<file path="config.mk">
export PLATFORM = sky130hd
export DESIGN_NAME = fetch_unit
export DESIGN_NICKNAME = d
export VERILOG_FILES = /design/src/rtl/fetch_pkg.sv /design/src/rtl/fetch_fifo.sv /design/src/rtl/fetch_unit.sv
export SDC_FILE = /design/constraint.sdc
export NUM_CORES = 1
export LEC_CHECK = 0
export BUFFER_PORTS_ARGS = -buffer_cell sky130_fd_sc_hd__buf_2
export CELL_PAD_IN_SITES_DETAIL_PLACEMENT = 0
export CELL_PAD_IN_SITES_GLOBAL_PLACEMENT = 1
export CORE_ASPECT_RATIO = 0.5
export CORE_MARGIN = 2
export CORE_UTILIZATION = 44
export DETAILED_ROUTE_END_ITERATION = 10
export PLACE_DENSITY = 0.9
export SETUP_SLACK_MARGIN = 0.5
export SYNTH_ARGS = -nofsm -noshare
export SYNTH_HDL_FRONTEND = slang
export SYNTH_SLANG_ARGS = --single-unit
</file>
<file path="constraint.sdc">
create_clock -name clock -period 2.3 [get_ports clock]
set_input_delay 0 -clock clock [delete_from_list [all_inputs] [get_ports clock]]
set_output_delay 0 -clock clock [all_outputs]
set_load 0.05 [all_outputs]
</file>
<file path="src/rtl/fetch_pkg.sv">
// Shared definitions for the instruction fetch stage.
// Holds the fetch FSM state encodings and the address/instruction widths.
package fetch_pkg;

    localparam int unsigned INSTR_WIDTH = 32;
    localparam int unsigned ADDR_WIDTH  = 32;
    localparam int unsigned ENTRY_WIDTH = ADDR_WIDTH + INSTR_WIDTH;

    typedef enum logic [1:0] {
        FS_IDLE  = 2'd0,
        FS_REQ   = 2'd1,
        FS_DRAIN = 2'd2
    } fetch_state_e;

endpackage

</file>
<file path="src/rtl/fetch_fifo.sv">
// Prefetch FIFO holding {pc, instr} entries for the decoder.
// Ports:
//   clock, reset  - clock and asynchronous active-low reset
//   push, wdata   - write an entry at the tail
//   pop           - drop the head entry
//   flush         - empty the FIFO; overrides push and pop on the same edge
//   count         - number of valid entries (0..DEPTH)
//   head          - head entry, {pc, instr}
module fetch_fifo
    import fetch_pkg::*;
#(
    parameter int unsigned DEPTH = 2,
    localparam int unsigned PTR_W = $clog2(DEPTH),
    localparam int unsigned CNT_W = $clog2(DEPTH) + 1
) (
    input  logic                   clock,
    input  logic                   reset,
    input  logic                   push,
    input  logic                   pop,
    input  logic                   flush,
    input  logic [ENTRY_WIDTH-1:0] wdata,
    output logic [CNT_W-1:0]       count,
    output logic [ENTRY_WIDTH-1:0] head
);

    logic [ENTRY_WIDTH-1:0] mem_q [DEPTH];
    logic [PTR_W-1:0]       wr_ptr_q;
    logic [PTR_W-1:0]       rd_ptr_q;
    logic [CNT_W-1:0]       count_q;

    // Storage is zeroed on reset so an empty FIFO presents a zero head.
    always_ff @(posedge clock or negedge reset) begin
        if (!reset) begin
            for (int i = 0; i < DEPTH; i++) begin
                mem_q[i] <= '0;
            end
        end else if (push && !flush) begin
            mem_q[wr_ptr_q] <= wdata;
        end
    end

    // Pointers wrap naturally since DEPTH is a power of two.
    always_ff @(posedge clock or negedge reset) begin
        if (!reset) begin
            wr_ptr_q <= '0;
            rd_ptr_q <= '0;
            count_q  <= '0;
        end else if (flush) begin
            wr_ptr_q <= '0;
            rd_ptr_q <= '0;
            count_q  <= '0;
        end else begin
            if (push) begin
                wr_ptr_q <= wr_ptr_q + PTR_W'(1);
            end
            if (pop) begin
                rd_ptr_q <= rd_ptr_q + PTR_W'(1);
            end
            if (push && !pop) begin
                count_q <= count_q + CNT_W'(1);
            end else if (pop && !push) begin
                count_q <= count_q - CNT_W'(1);
            end
        end
    end

    assign count = count_q;
    assign head  = mem_q[rd_ptr_q];

endmodule

</file>
<file path="src/rtl/fetch_unit.sv">
// Instruction fetch stage: issues one word read at a time from the current PC,
// pulses the PC increment when each word arrives and buffers {pc, instr} pairs
// in a prefetch FIFO for the decoder. A redirect flushes the FIFO and discards
// any in-flight read.
// Ports:
//   clock, reset         - clock and asynchronous active-low reset
//   pc, pc_inc           - current PC in, combinational increment strobe out
//   redirect             - taken jump this cycle
//   mem_req, mem_addr    - registered read request and word address
//   mem_ack, mem_rdata   - read completion and data
//   instr_valid/ready    - decoder handshake on the FIFO head
//   instr, instr_pc      - head word and the address it was fetched from
module fetch_unit
    import fetch_pkg::*;
#(
    parameter int unsigned DEPTH = 2
) (
    input  logic                   clock,
    input  logic                   reset,
    input  logic [ADDR_WIDTH-1:0]  pc,
    output logic                   pc_inc,
    input  logic                   redirect,
    output logic                   mem_req,
    output logic [ADDR_WIDTH-1:0]  mem_addr,
    input  logic                   mem_ack,
    input  logic [INSTR_WIDTH-1:0] mem_rdata,
    output logic                   instr_valid,
    input  logic                   instr_ready,
    output logic [INSTR_WIDTH-1:0] instr,
    output logic [ADDR_WIDTH-1:0]  instr_pc
);

    localparam int unsigned CNT_W = $clog2(DEPTH) + 1;

    fetch_state_e          state_q, state_d;
    logic                  mem_req_q, mem_req_d;
    logic [ADDR_WIDTH-1:0] mem_addr_q, mem_addr_d;

    logic                   push;
    logic                   pop;
    logic [CNT_W-1:0]       count;
    logic [ENTRY_WIDTH-1:0] head;

    always_ff @(posedge clock or negedge reset) begin
        if (!reset) begin
            state_q    <= FS_IDLE;
            mem_req_q  <= 1'b0;
            mem_addr_q <= '0;
        end else begin
            state_q    <= state_d;
            mem_req_q  <= mem_req_d;
            mem_addr_q <= mem_addr_d;
        end
    end

    always_comb begin
        state_d    = state_q;
        mem_req_d  = mem_req_q;
        mem_addr_d = mem_addr_q;
        push       = 1'b0;
        pc_inc     = 1'b0;
        unique case (state_q)
            FS_IDLE: begin
                // pc is not reloaded yet during a redirect, so wait a cycle.
                if (!redirect && (count < CNT_W'(DEPTH))) begin
                    mem_req_d  = 1'b1;
                    mem_addr_d = pc;
                    state_d    = FS_REQ;
                end
            end
            FS_REQ: begin
                if (mem_ack) begin
                    push      = !redirect;
                    pc_inc    = !redirect;
                    mem_req_d = 1'b0;
                    state_d   = FS_IDLE;
                end else if (redirect) begin
                    state_d = FS_DRAIN;
                end
            end
            FS_DRAIN: begin
                // Read belongs to the abandoned path; wait out the ack.
                if (mem_ack) begin
                    mem_req_d = 1'b0;
                    state_d   = FS_IDLE;
                end
            end
            default: begin
                mem_req_d = 1'b0;
                state_d   = FS_IDLE;
            end
        endcase
    end

    assign pop = instr_valid && instr_ready;

    fetch_fifo #(
        .DEPTH (DEPTH)
    ) u_fifo (
        .clock (clock),
        .reset (reset),
        .push  (push),
        .pop   (pop),
        .flush (redirect),
        .wdata ({mem_addr_q, mem_rdata}),
        .count (count),
        .head  (head)
    );

    assign mem_req     = mem_req_q;
    assign mem_addr    = mem_addr_q;
    assign instr_valid = (count != '0);
    assign instr_pc    = head[ENTRY_WIDTH-1:INSTR_WIDTH];
    assign instr       = head[INSTR_WIDTH-1:0];

endmodule

</file>
# == After elaboration in Yosys (flattened, before gate mapping) ==
# Cells that the tools add are included.
# word_totals
ff_bits,167
latchBits,0
mem_bits_rw,0
rom_bits,0
input_bits,69
out_inout_bits,99
word_cells,65
mem_count,0
# op_classes
add_sub_neg,4
n_mul,0
n_div,0
order_cmp,4
eq_ne,6
shifts,0
muxes,23
n_bitwise,2
reduce_logical,18
# op_table
cell,count
$mux 64,4
$bwmux 128,1
$demux 64 s1,1
$mux 2,7
$mux 1,8
$logic_and 1x1->1,6
$pmux 2 s3,1
$reduce_bool 2->1,3
$ge 2x2->1 const B,2
$ne 2x2->1 const B,2
$not 1->2,2
$reduce_and 2->1,2
$logic_not 1->1,3
$ne 3x3->1 const B,1
$reduce_and 3->1,1
$reduce_bool 3->1,1
$add 1x1->1 const B,2
$add 2x1->2 const B,1
$eq 2x1->1 const B,1
$eq 2x2->1 const B,1
$logic_not 2->1,1
$lt 2x1->1 const B,1
$lt 2x2->1 const B,1
$ne 2x1->1 const B,1
3 further kinds,3

# == Logic depth before layout (Yosys ltp) ==
# Gate-level depths: netlist of the first run.
# logic_depth
ltp_word,8
mapped_depth,6
ltp_nobuf,5

# == Hierarchy ==
# Synthesis of the first run repeated with hierarchy kept, for this count alone.
# unflattened
cells_unflattened,455
area_unflattened_um2,7472.2
# by_module_without_submodules
module,instances,cells_each,area_per_inst_um2,seq_area_each_um2
fetch_fifo,1,360,6035.8,3303.2
fetch_unit,1,95,1436.4,875.8

# == Worst setup path after synthesis of the first run ==
# No wires, ideal clock.
# synth_timing
kind,register to register
start,register state_q[1]
end,register u_fifo.mem_q[0] (netlist bit)
arrival_ns,1.741
path_slack_ns,0.435
stages_incl_launch_ff,7
path_buffers,1
synth_period_minus_slack_ns,1.865
path_cell_list,dfrtp_1 > inv_1 > ha_1 > and3b_2 > nand2_2 > buf_6 > mux2_2
# synth_via
elab_chain_cells,3
# synth_rtl
item,line,text
start: declaration,fetch_unit.sv:35,"fetch_state_e state_q, state_d;"
start signal: assignment,fetch_unit.sv:50,state_q <= state_d;
$eq 2x1->1,--,
$mux 1,--,
net pc_inc,fetch_unit.sv:21,"output logic pc_inc,"
$logic_and 1x1->1,fetch_fifo.sv:37,end else if (push && !flush) begin
end signal: indexed assignment,fetch_fifo.sv:38,mem_q[wr_ptr_q] <= wdata;
end: declaration,fetch_fifo.sv:26,logic [ENTRY_WIDTH-1:0] mem_q [DEPTH];
# The timed path passes the listed nets, and every way through them passes these cells.
# A chain may end at the register's enable or synchronous reset.

# == Worst setup path after layout of the first run ==
# layout_timing
start,register state_q[1]
end,register u_fifo.mem_q[83] (netlist bit)
# layout_via
elab_chain_cells,3
# layout_rtl
item,line,text
$eq 2x1->1,fetch_unit.sv:62,unique case (state_q)
$mux 1,fetch_unit.sv:62,
$logic_and 1x1->1,fetch_fifo.sv:37,
# No other way between the ends.

==> flow_metrics.tcl, run 1 <==
set metrics [dict create \
    clkTransAtPathRegs_ns 0.07 \
    slew_violations 0 \
    grtUsageTotal_pct 17.9 \
    hold_viol 0 \
    reg2regPathDepth 6 \
    ir_worst_vdd_mv 0.859 \
    drtIter0Drc 112 \
    grt_pass1_wl_mm 23.9 \
    most-common-layout-cells "218 x mux2_2, 166 x buf_2, 166 x dfrtp_1, 69 x dlygate4sd3_1, 17 x clkbuf_16" \
    crit-reg2reg-launch "state_q[1]$_DFFE_PN0P_" \
    synthAdderAreaFrac_pct 0.523 \
    fmax_ghz 0.572 \
    gp_congestion 0.782 \
    min_period_ns 1.75 \
    final_common_cell "mux2_2" \
    critPathMaxFanout 21 \
    setup_ws_ns 0.550 \
    clock_sinks 167 \
    crit_type "register to register" \
    dr_total_vias 4523 \
    clk-insertion-delay-late_ns 0.42 \
    fp.dieH_um 94.3 \
    worst_slew_margin_rel_pct 55.0 \
    io_pins 168 \
    syn-cell-area_um2 7170 \
    synth_top_area_share_pct 58.2 \
    routed_via_density 4.85 \
    cts_made_buffers 17 \
    p_leak_uw 0.00448 \
    dieWidth_um 185 \
    cap_viol_max_count 0 \
    reg2reg_to "u_fifo.mem_q[83]$_DFFE_PN0P_" \
    ys_ff_latch 167 \
    dp_slack_ns 0.457 \
    core_area_um2 15700 \
    cts-htree-levels 4 \
    tns_ns 0 \
    yosysWarnings 0 \
    synthMuxAreaShare_pct 35.3 \
    die_area_um2 17400 \
    p_int_uw 8380 \
    r2r_setup_slack_ns 0.55 \
    cts_setup_buffers 0 \
    skew_ns 0.0109 \
    start_util_pct 45.8 \
    nets 772 \
    drt.antenna.violating_nets 0 \
    seq_area_frac_synth_pct 58.2 \
    syn_nets 527 \
    tightest_slew_ns 0.675 \
    synth.avg_cell_area_um2 15.8 \
    rows 32 \
    synth-simple-area-share_pct 1.50 \
    rsz0062_at_grt "true" \
    first_pass_iters 6 \
    yosys.area.top_type "dfrtp_1" \
    swShare_pct 44.7 \
    synth_cell_type_count 26 \
    clock_path_buffers 2 \
    area_growth_pct 33.6 \
    hp-class "primary input to asynchronous set/reset pin" \
    synth_top_family_by_area "multiplexers" \
    power_frac_comb_pct 48.1 \
    period_share_pct 76.1 \
    synthTopCellsByArea "dfrtp_1 58%, mux2_2 34%, buf_6 2.0%" \
    setup_violations 0 \
    grt_overflow 0 \
    synthCells 455 \
    crit_arrival_ns 2.05 \
    wl_per_cell_um 15.9 \
    cts_tree "built" \
    cp-start-kind "register" \
    grt_start_max_net_pins 75 \
    antenna_found_initial 0 \
    grt_pass1_vias 4852 \
    utilization_pct 61.2 \
    synth_compound_area_share_pct 1.20 \
    dpl.hpwl_mm 9.65 \
    powerDensity_nw_per_um2 1580 \
    n_antenna_cell 0 \
    drive_above_1_share_pct 61.4 \
    p_sw_uw 6780 \
    pwr-share-clk_pct 18.1 \
    clock-root-buffer "clkbuf_16" \
    seq_power_share_pct 33.8 \
    status "completed" \
    wl_mm 14.8 \
    cp.required_ns 2.60 \
    drc_errors 0 \
    portBuffers 167 \
    synthXorXnorAreaFrac_pct 0.244 \
    cp-end-kind "register" \
    hold_ws_ns 0.187 \
]
## routing by layer
layer  share of wire [%]  GRT usage, %
met1                  43          21.2
met2                  53          32.7
met3                 2.9          3.88
met4                 1.1          5.40
met5                   0             0
## cell usage after synthesis, drive strengths merged
cell and n:
a21o 1, or4b 1, o21bai 2, mux2 225
nand2 4, nor2 3, a31oi 1, o21a 1
nor2b 1, nand3b 1, and3b 1, nor3 2
xor2 2, o21ai 3, nand2b 1, buf 21
dfrtp 167, inv 5, a21oi 7, clkbuf 2
and4b 1, ha 3
## stage by stage
step	cells	area, um2	power (uW)
after global routing	933	9580	15900
after detailed placement	833	8280	12400
after CTS	933	9550	15300
after floorplan	455	7190	10800
after global placement	833	8280	12200
final	933	9580	15200
## layout make-up
type,instances,area (um2)
fillers,1203,6070
flip-flops and latches,167,4180
multi-input cells,260,2820
repair buffers,249,1730
clock buffers,18,429
well taps,221,277
clock inverters,13,136
inverters,5,18.8
## power groups by stage
stage          combinational (uW)  sequential [uW]  clock [uW]
6_report                     7290             5120        2740
2_1_floorplan                4810             5970           0
3_5_place_dp                 7230             5170           0
4_1_cts                      7350             5120        2820
3_3_place_gp                 7110             5070           0
5_1_grt                      7660             5310        2950
## sequential cells by signal (all words and copies together), names as in the netlist
name	flops
mem_addr	32
u_fifo.count	2
u_fifo.rd_ptr_q	1
state_q	2
u_fifo.mem_q	128
u_fifo.wr_ptr_q	1
mem_req	1
## logic make-up after synthesis
| kind of cell | after synthesis |
|---|---|
| simple gates | 15 |
| buf+inv | 28 |
| mux | 225 |
| fa+ha+maj | 3 |
| compound gates | 15 |
| xor+xnor | 2 |
| flops | 167 |
## worst max-delay path, cell delays in order, from the launching register on
cell     delay, ns
dfrtp_1       0.39
inv_2         0.10
ha_4          0.16
nand2_2       0.08
nor3_4        0.24
buf_6         0.28
mux2_2        0.37
## what timing repair did
action,4_1_cts,5_1_grt
resized for setup,2,9
hold endpoints to repair,172,0
setup endpoints to repair,104,176
pin swaps,0,1
hold buffers,69,0
## worst max-delay path by stage
stage                            from  slack [ns]                             to  cells past startpoint
2_1_floorplan  state_q[1]$_DFFE_PN0P_        0.53   u_fifo.mem_q[67]$_DFFE_PN0P_                      6
6_report       state_q[1]$_DFFE_PN0P_        0.55   u_fifo.mem_q[83]$_DFFE_PN0P_                      6
4_1_cts        state_q[0]$_DFFE_PN0P_        0.47   u_fifo.mem_q[14]$_DFFE_PN0P_                      5
5_1_grt        state_q[1]$_DFFE_PN0P_        0.47   u_fifo.mem_q[74]$_DFFE_PN0P_                      6
3_5_place_dp   state_q[1]$_DFFE_PN0P_        0.46   u_fifo.mem_q[71]$_DFFE_PN0P_                      6
3_3_place_gp   state_q[1]$_DFFE_PN0P_        0.50  u_fifo.mem_q[110]$_DFFE_PN0P_                      6
Power figures use the tool's default switching activity.
==> run 2: changes to the inputs <==
--- a/config.mk
+++ b/config.mk
@@ -10,9 +10,9 @@
 export CELL_PAD_IN_SITES_GLOBAL_PLACEMENT = 1
 export CORE_ASPECT_RATIO = 0.5
 export CORE_MARGIN = 2
-export CORE_UTILIZATION = 44
+export CORE_UTILIZATION = 40
 export DETAILED_ROUTE_END_ITERATION = 10
-export PLACE_DENSITY = 0.9
+export PLACE_DENSITY = 0.86
 export SETUP_SLACK_MARGIN = 0.5
 export SYNTH_ARGS = -nofsm -noshare
 export SYNTH_HDL_FRONTEND = slang
==> constraint.sdc (replaced) <==
create_clock -name clock -period 1.5 [get_ports clock]
set_input_delay 0 -clock clock [delete_from_list [all_inputs] [get_ports clock]]
set_output_delay 0 -clock clock [all_outputs]
set_load 0.05 [all_outputs]
==> run 2 against run 1 <==
Effect of this change:
- the run now ends with negative setup slack left
- routed wire length increased by 51%
- maximum frequency shrank 3.0%
- highest routed layer unchanged
- critical endpoint is now u_fifo.mem_q[87]$_DFFE_PN0P_
- sequential power grew 56%
- combinational power up 140%
- critical path depth increased by 2
- core utilization is 9.1 points higher
==> flow_metrics.tcl, run 2 (synthesis gave the netlist of run 1 again) <==
set metrics [dict create \
    rsz0062_at_grt "true" \
    grt_overflow 0 \
    clk-insertion-delay-late_ns 0.42 \
    power_frac_comb_pct 58.8 \
    dpl.hpwl_mm 10.0 \
    clock_sinks 167 \
    drive_above_1_share_pct 68.3 \
    crit_arrival_ns 2.11 \
    area_growth_pct 71.3 \
    setup_violations 226 \
    cts_made_buffers 17 \
    crit_type "register to register" \
    nets 863 \
    utilization_pct 70.3 \
    status "complete, but fails checks" \
    cp.required_ns 1.81 \
    p_sw_uw 12200 \
    final_common_cell "mux2_4" \
    wl_mm 22.4 \
    core_area_um2 17500 \
    most-common-layout-cells "192 x mux2_4, 165 x dfrtp_1, 113 x buf_6, 68 x dlygate4sd3_1, 67 x buf_2" \
    clock-root-buffer "clkbuf_16" \
    final_cells 1038 \
    cp-end-kind "register" \
    clkTransAtPathRegs_ns 0.07 \
    pwr-share-clk_pct 14.4 \
    largest_register_ff_count 128 \
    die_area_um2 19100 \
    ir_worst_vdd_mv 1.35 \
    fmax_ghz 0.554 \
    cap_viol_max_count 0 \
    dieWidth_um 193 \
    drc_errors 0 \
    placedCellCount 858 \
    cp-start-kind "register" \
    hold_ws_ns 0.0315 \
    drtIter0Drc 228 \
    start_util_pct 41.0 \
    cts-htree-levels 4 \
    cts_tree "built" \
    rows 34 \
    violations "negative setup slack" \
    first_pass_iters 4 \
    seq_power_share_pct 26.7 \
    gp_congestion 0.812 \
    slew_violations 0 \
    dr_total_vias 5209 \
    clock_path_buffers 2 \
    hold_viol 0 \
    swShare_pct 40.9 \
    top_register "u_fifo.mem_q" \
    fp.dieH_um 98.7 \
    critPathMaxFanout 4 \
    p_int_uw 17700 \
    p_leak_uw 0.00602 \
    wl_per_cell_um 21.6 \
    worst_slew_margin_rel_pct 77.5 \
    grtUsageTotal_pct 19.4 \
    skew_ns 0.0114 \
    hp-class "primary input to asynchronous set/reset pin" \
    grt_start_max_net_pins 60 \
    portBuffers 167 \
    drt.antenna.violating_nets 0 \
    routed_via_density 5.02 \
    powerDensity_nw_per_um2 2440 \
    io_pins 168 \
    grt_pass1_vias 5461 \
    period_share_pct 120 \
    grt_pass1_wl_mm 28.9 \
    antenna_found_initial 0 \
    n_antenna_cell 0 \
    min_period_ns 1.80 \
    setup_ws_ns -0.304 \
    tightest_slew_ns 0.338 \
]
==> run 2: cell types whose count changed in the layout (fill, tap and decap cells not counted), moves of 3 or more <==
cell | before | now
buf_4 | 3 | 46
buf_12 | 6 | 18
mux2_4 | 0 | 192
mux2_1 | 7 | 0
clkinv_4 | 2 | 5
buf_6 | 3 | 113
buf_8 | 2 | 9
mux2_2 | 218 | 33
clkbuf_16 | 17 | 29
inv_1 | 4 | 1
buf_2 | 166 | 67
buf_16 | 0 | 7
==> run 2: metal layers <==
metal	vias to the layer above	wire (um)	track usage (%)	share of wire [%]
met3	25	952	3.29	4.2
met5	-	0	0	0
met4	0	312	6.46	1.4
met1	2746	9820	23.7	44
li1	2303	-	-	-
met2	135	11300	35.3	51
==> run 2: final timing paths <==
path	from	endpoint	slack, ns	cells past startpoint
worst min-delay path	reset	mem_addr[31]$_DFFE_PN0P_	0.03	2
worst min register to register	u_fifo.mem_q[36]$_DFFE_PN0P_	u_fifo.mem_q[36]$_DFFE_PN0P_	0.51	1
max in group asynchronous	reset	u_fifo.mem_q[111]$_DFFE_PN0P_	0.81	3
min in group clock	redirect	state_q[1]$_DFFE_PN0P_	0.07	3
worst max-delay path	state_q[1]$_DFFE_PN0P_	u_fifo.mem_q[87]$_DFFE_PN0P_	-0.30	8
worst max register to register	state_q[1]$_DFFE_PN0P_	u_fifo.mem_q[87]$_DFFE_PN0P_	-0.30	8
==> run 2: repair_timing <==
| item | CTS | global route |
|---|---|---|
| pin swaps | 4 | 6 |
| hold endpoints to repair | 268 | 0 |
| buffers inserted | 45 | 12 |
| resized for setup | 253 | 148 |
| gates cloned | 8 | 15 |
| hold buffers | 68 | 0 |
| endpoints found under the setup margin | 266 | 265 |
==> run 2: worst max-delay path: stages (launching register included) <==
cell and delay, ns:
dfrtp_1 0.40, inv_2 0.12, ha_4 0.17, nand2_4 0.06
nor3_4 0.21, buf_6 0.16, buf_6 0.12, clkbuf_16 0.15
mux2_4 0.30
==> run 2: stage by stage <==
stage	TNS [ns]	worst slack, ns	total power, uW	area, um2
global route	-63.30	-0.374	31100	12300
CTS	-41.96	-0.231	27500	11300
detailed placement	-25.93	-0.239	19800	8720
finish	-52.04	-0.304	29900	12300
global placement	-22.78	-0.203	19500	8720
floorplan	-29.86	-0.253	17300	7510
==> run 2: cell type report <==
cell class | instances | area [um2]
Fill cell | 1077 | 5190
Sequential cell | 167 | 4180
Timing Repair Buffer | 340 | 3620
Multi-Input combinational cell | 260 | 3600
Clock buffer | 19 | 433
Tap cell | 234 | 293
Clock inverter | 13 | 139
Inverter | 5 | 23.8
==> run 2: power groups by stage <==
stage | Sequential, uW | Clock, uW | Combinational (uW)
2_1_floorplan | 9220 | 0 | 8110
3_3_place_gp | 7850 | 0 | 11700
3_5_place_dp | 8010 | 0 | 11800
4_1_cts | 7840 | 4390 | 15300
5_1_grt | 8210 | 4610 | 18200
6_report | 8000 | 4330 | 17600
==> run 3: changes to the inputs <==
--- a/config.mk
+++ b/config.mk
@@ -13,6 +13,7 @@
 export CORE_UTILIZATION = 40
 export DETAILED_ROUTE_END_ITERATION = 10
 export PLACE_DENSITY = 0.86
+export RECOVER_POWER = 100
 export SETUP_SLACK_MARGIN = 0.5
 export SYNTH_ARGS = -nofsm -noshare
 export SYNTH_HDL_FRONTEND = slang
==> run 3 against run 2 <==
Effect of this change:
- clock skew about the same
- the flow still finishes with violations (negative setup slack)
- non-clock buffer count unchanged
- routed wire length about the same
- largest power group unchanged
- clock power about the same
- sequential power decreased by 1%
- global-route usage unchanged
- cell count unchanged
- worst setup slack improved by 0.0047 ns
==> flow_metrics.tcl, run 3 (synthesis gave the netlist of run 1 again) <==
set metrics [dict create \
    seq_power_share_pct 27.1 \
    critPathMaxStageDelay_ns 0.40 \
    io_pins 168 \
    cp-start-kind "register" \
    tightest_slew_ns 0.802 \
    most-common-layout-cells "192 x mux2_4, 165 x dfrtp_1, 82 x buf_6, 68 x dlygate4sd3_1, 67 x buf_2" \
    portBuffers 167 \
    grt_pass1_vias 5461 \
    wl_per_cell_um 21.6 \
    cp_top_family "buffers and inverters" \
    fillers 1132 \
    period_share_pct 120 \
    worst_slew_margin_rel_pct 46.5 \
    drtIter0Drc 218 \
    p_leak_uw 0.00585 \
    stdcell_area_um2 12000 \
    r2r_setup_slack_ns -0.30 \
    wl_mm 22.4 \
    nets 863 \
    clock-root-buffer "clkbuf_16" \
    pwr-share-clk_pct 14.9 \
    start_util_pct 41.0 \
    core_area_um2 17500 \
    clkTransAtPathRegs_ns 0.07 \
    cts_made_buffers 17 \
    slew_violations 0 \
    dpl.hpwl_mm 10.0 \
    min_period_ns 1.80 \
    drive_above_1_share_pct 64.3 \
    powerDensity_nw_per_um2 2430 \
    cpMaxStageDelayCell "dfrtp_1" \
    final_common_cell "mux2_4" \
    hold_ws_ns 0.0710 \
    antenna_found_initial 0 \
    dieWidth_um 193 \
    grt_start_max_net_pins 60 \
    skew_ns 0.0109 \
    rsz0062_at_grt "true" \
    first_pass_iters 4 \
    dpl_cell_area_um2 8720 \
    fmax_ghz 0.556 \
    cp.required_ns 1.81 \
    grtUsageTotal_pct 19.4 \
    drt.antenna.violating_nets 0 \
    n_antenna_cell 0 \
    critPathMaxFanout 4 \
    die_area_um2 19100 \
    setup_ws_ns -0.300 \
    dp_slack_ns -0.239 \
    cts_tree "built" \
    p_sw_uw 12100 \
    cp-end-kind "register" \
    largest_register_ff_count 128 \
    status "complete, but fails checks" \
    clk-insertion-delay-late_ns 0.42 \
    grt_overflow 0 \
    crit_chain "inv_2, ha_4, nand2_4, nor3_4, buf_6, buf_6, clkbuf_16, mux2_4" \
    dr_total_vias 5171 \
    seqCellArea_um2 4180 \
    hp-class "primary input to register" \
    power_uw 29100 \
    critPathMostFrequentCell "buf_6" \
    rows 34 \
    gp_congestion 0.812 \
    setup_violations 226 \
    grt_pass1_wl_mm 28.9 \
    violations "negative setup slack" \
    cap_viol_max_count 0 \
    power_frac_comb_pct 58.0 \
    hold_viol 0 \
    p_int_uw 17000 \
    drc_errors 0 \
    multi_input_area_um2 3600 \
    fp.dieH_um 98.7 \
    cts-htree-levels 4 \
    clock_path_buffers 2 \
    routed_via_density 4.98 \
    swShare_pct 41.6 \
    crit_arrival_ns 2.11 \
    ir_worst_vdd_mv 1.35 \
    path_buf_inv 4 \
    crit_type "register to register" \
    area_growth_pct 67.5 \
    top_register "u_fifo.mem_q" \
    clock_sinks 167 \
]
-- run 3: cell types whose count changed in the layout (fill, tap and decap cells not counted) --
cell      before  now
buf_8          9    8
clkbuf_4       0    1
buf_12        18   16
clkbuf_1       2   34
clkbuf_2       0    2
buf_6        113   82
buf_4         46   45
-- run 3: metal layers --
metal	GRT usage (%)	wire length, um	vias up
li1	-	-	2300
met2	35.3	11300	124
met1	23.7	10000	2722
met4	6.46	308	0
met3	3.29	767	25
met5	0	0	-
-- run 3: tightest hold or removal path, cell delays in order --
cell	delay (ns)
buf_2	0.18
buf_4	0.17
a21o_1	0.11
-- run 3: final timing paths --
| check | start | endpoint | depth (start not counted) |
|---|---|---|---|
| max in group asynchronous | reset | u_fifo.rd_ptr_q$_DFFE_PN0P_ | 3 |
| min in group asynchronous | reset | mem_addr[31]$_DFFE_PN0P_ | 2 |
| min | redirect | state_q[1]$_DFFE_PN0P_ | 3 |
| max reg2reg | state_q[1]$_DFFE_PN0P_ | u_fifo.mem_q[87]$_DFFE_PN0P_ | 8 |
| min reg2reg | u_fifo.mem_q[46]$_DFFE_PN0P_ | u_fifo.mem_q[46]$_DFFE_PN0P_ | 1 |
| max | state_q[1]$_DFFE_PN0P_ | u_fifo.mem_q[87]$_DFFE_PN0P_ | 8 |
-- run 3: final cells by class --
type	instances	share of cell area, %
timing repair buffer	340	27.9
multi-input combinational	260	29.9
sequential	167	34.8
clock inverter	13	1.16
tap	234	2.44
inverter	5	0.198
clock buffer	19	3.60
-- run 3: timing repair --
item / 4_1_cts / 5_1_grt
gates resized for setup: 253 / 148
hold buffers: 68 / 0
pin swaps: 4 / 6
buffers inserted: 45 / 12
endpoints found under the setup margin: 266 / 265
cloned: 8 / 15
endpoints found under the hold margin: 268 / 0
-- run 3: through the flow --
| stage | setup TNS [ns] | util [%] | cells |
|---|---|---|---|
| final | -52.21 | 68.7 | 1038 |
| after global routing | -63.30 | 68.7 | 1038 |
| after CTS | -41.96 | 64.8 | 1011 |
| after detailed placement | -25.93 | 49.9 | 858 |
| after global placement | -22.78 | 49.9 | 858 |
| after floorplan | -29.86 | - | 455 |
-- run 3: power groups by stage --
stage	Clock (uW)	Combinational (uW)	Sequential, uW
floorplan	0	8110	9220
global placement	0	11700	7850
detailed placement	0	11800	8010
CTS	4390	15300	7840
global route	4610	17500	8110
finish	4330	16900	7900
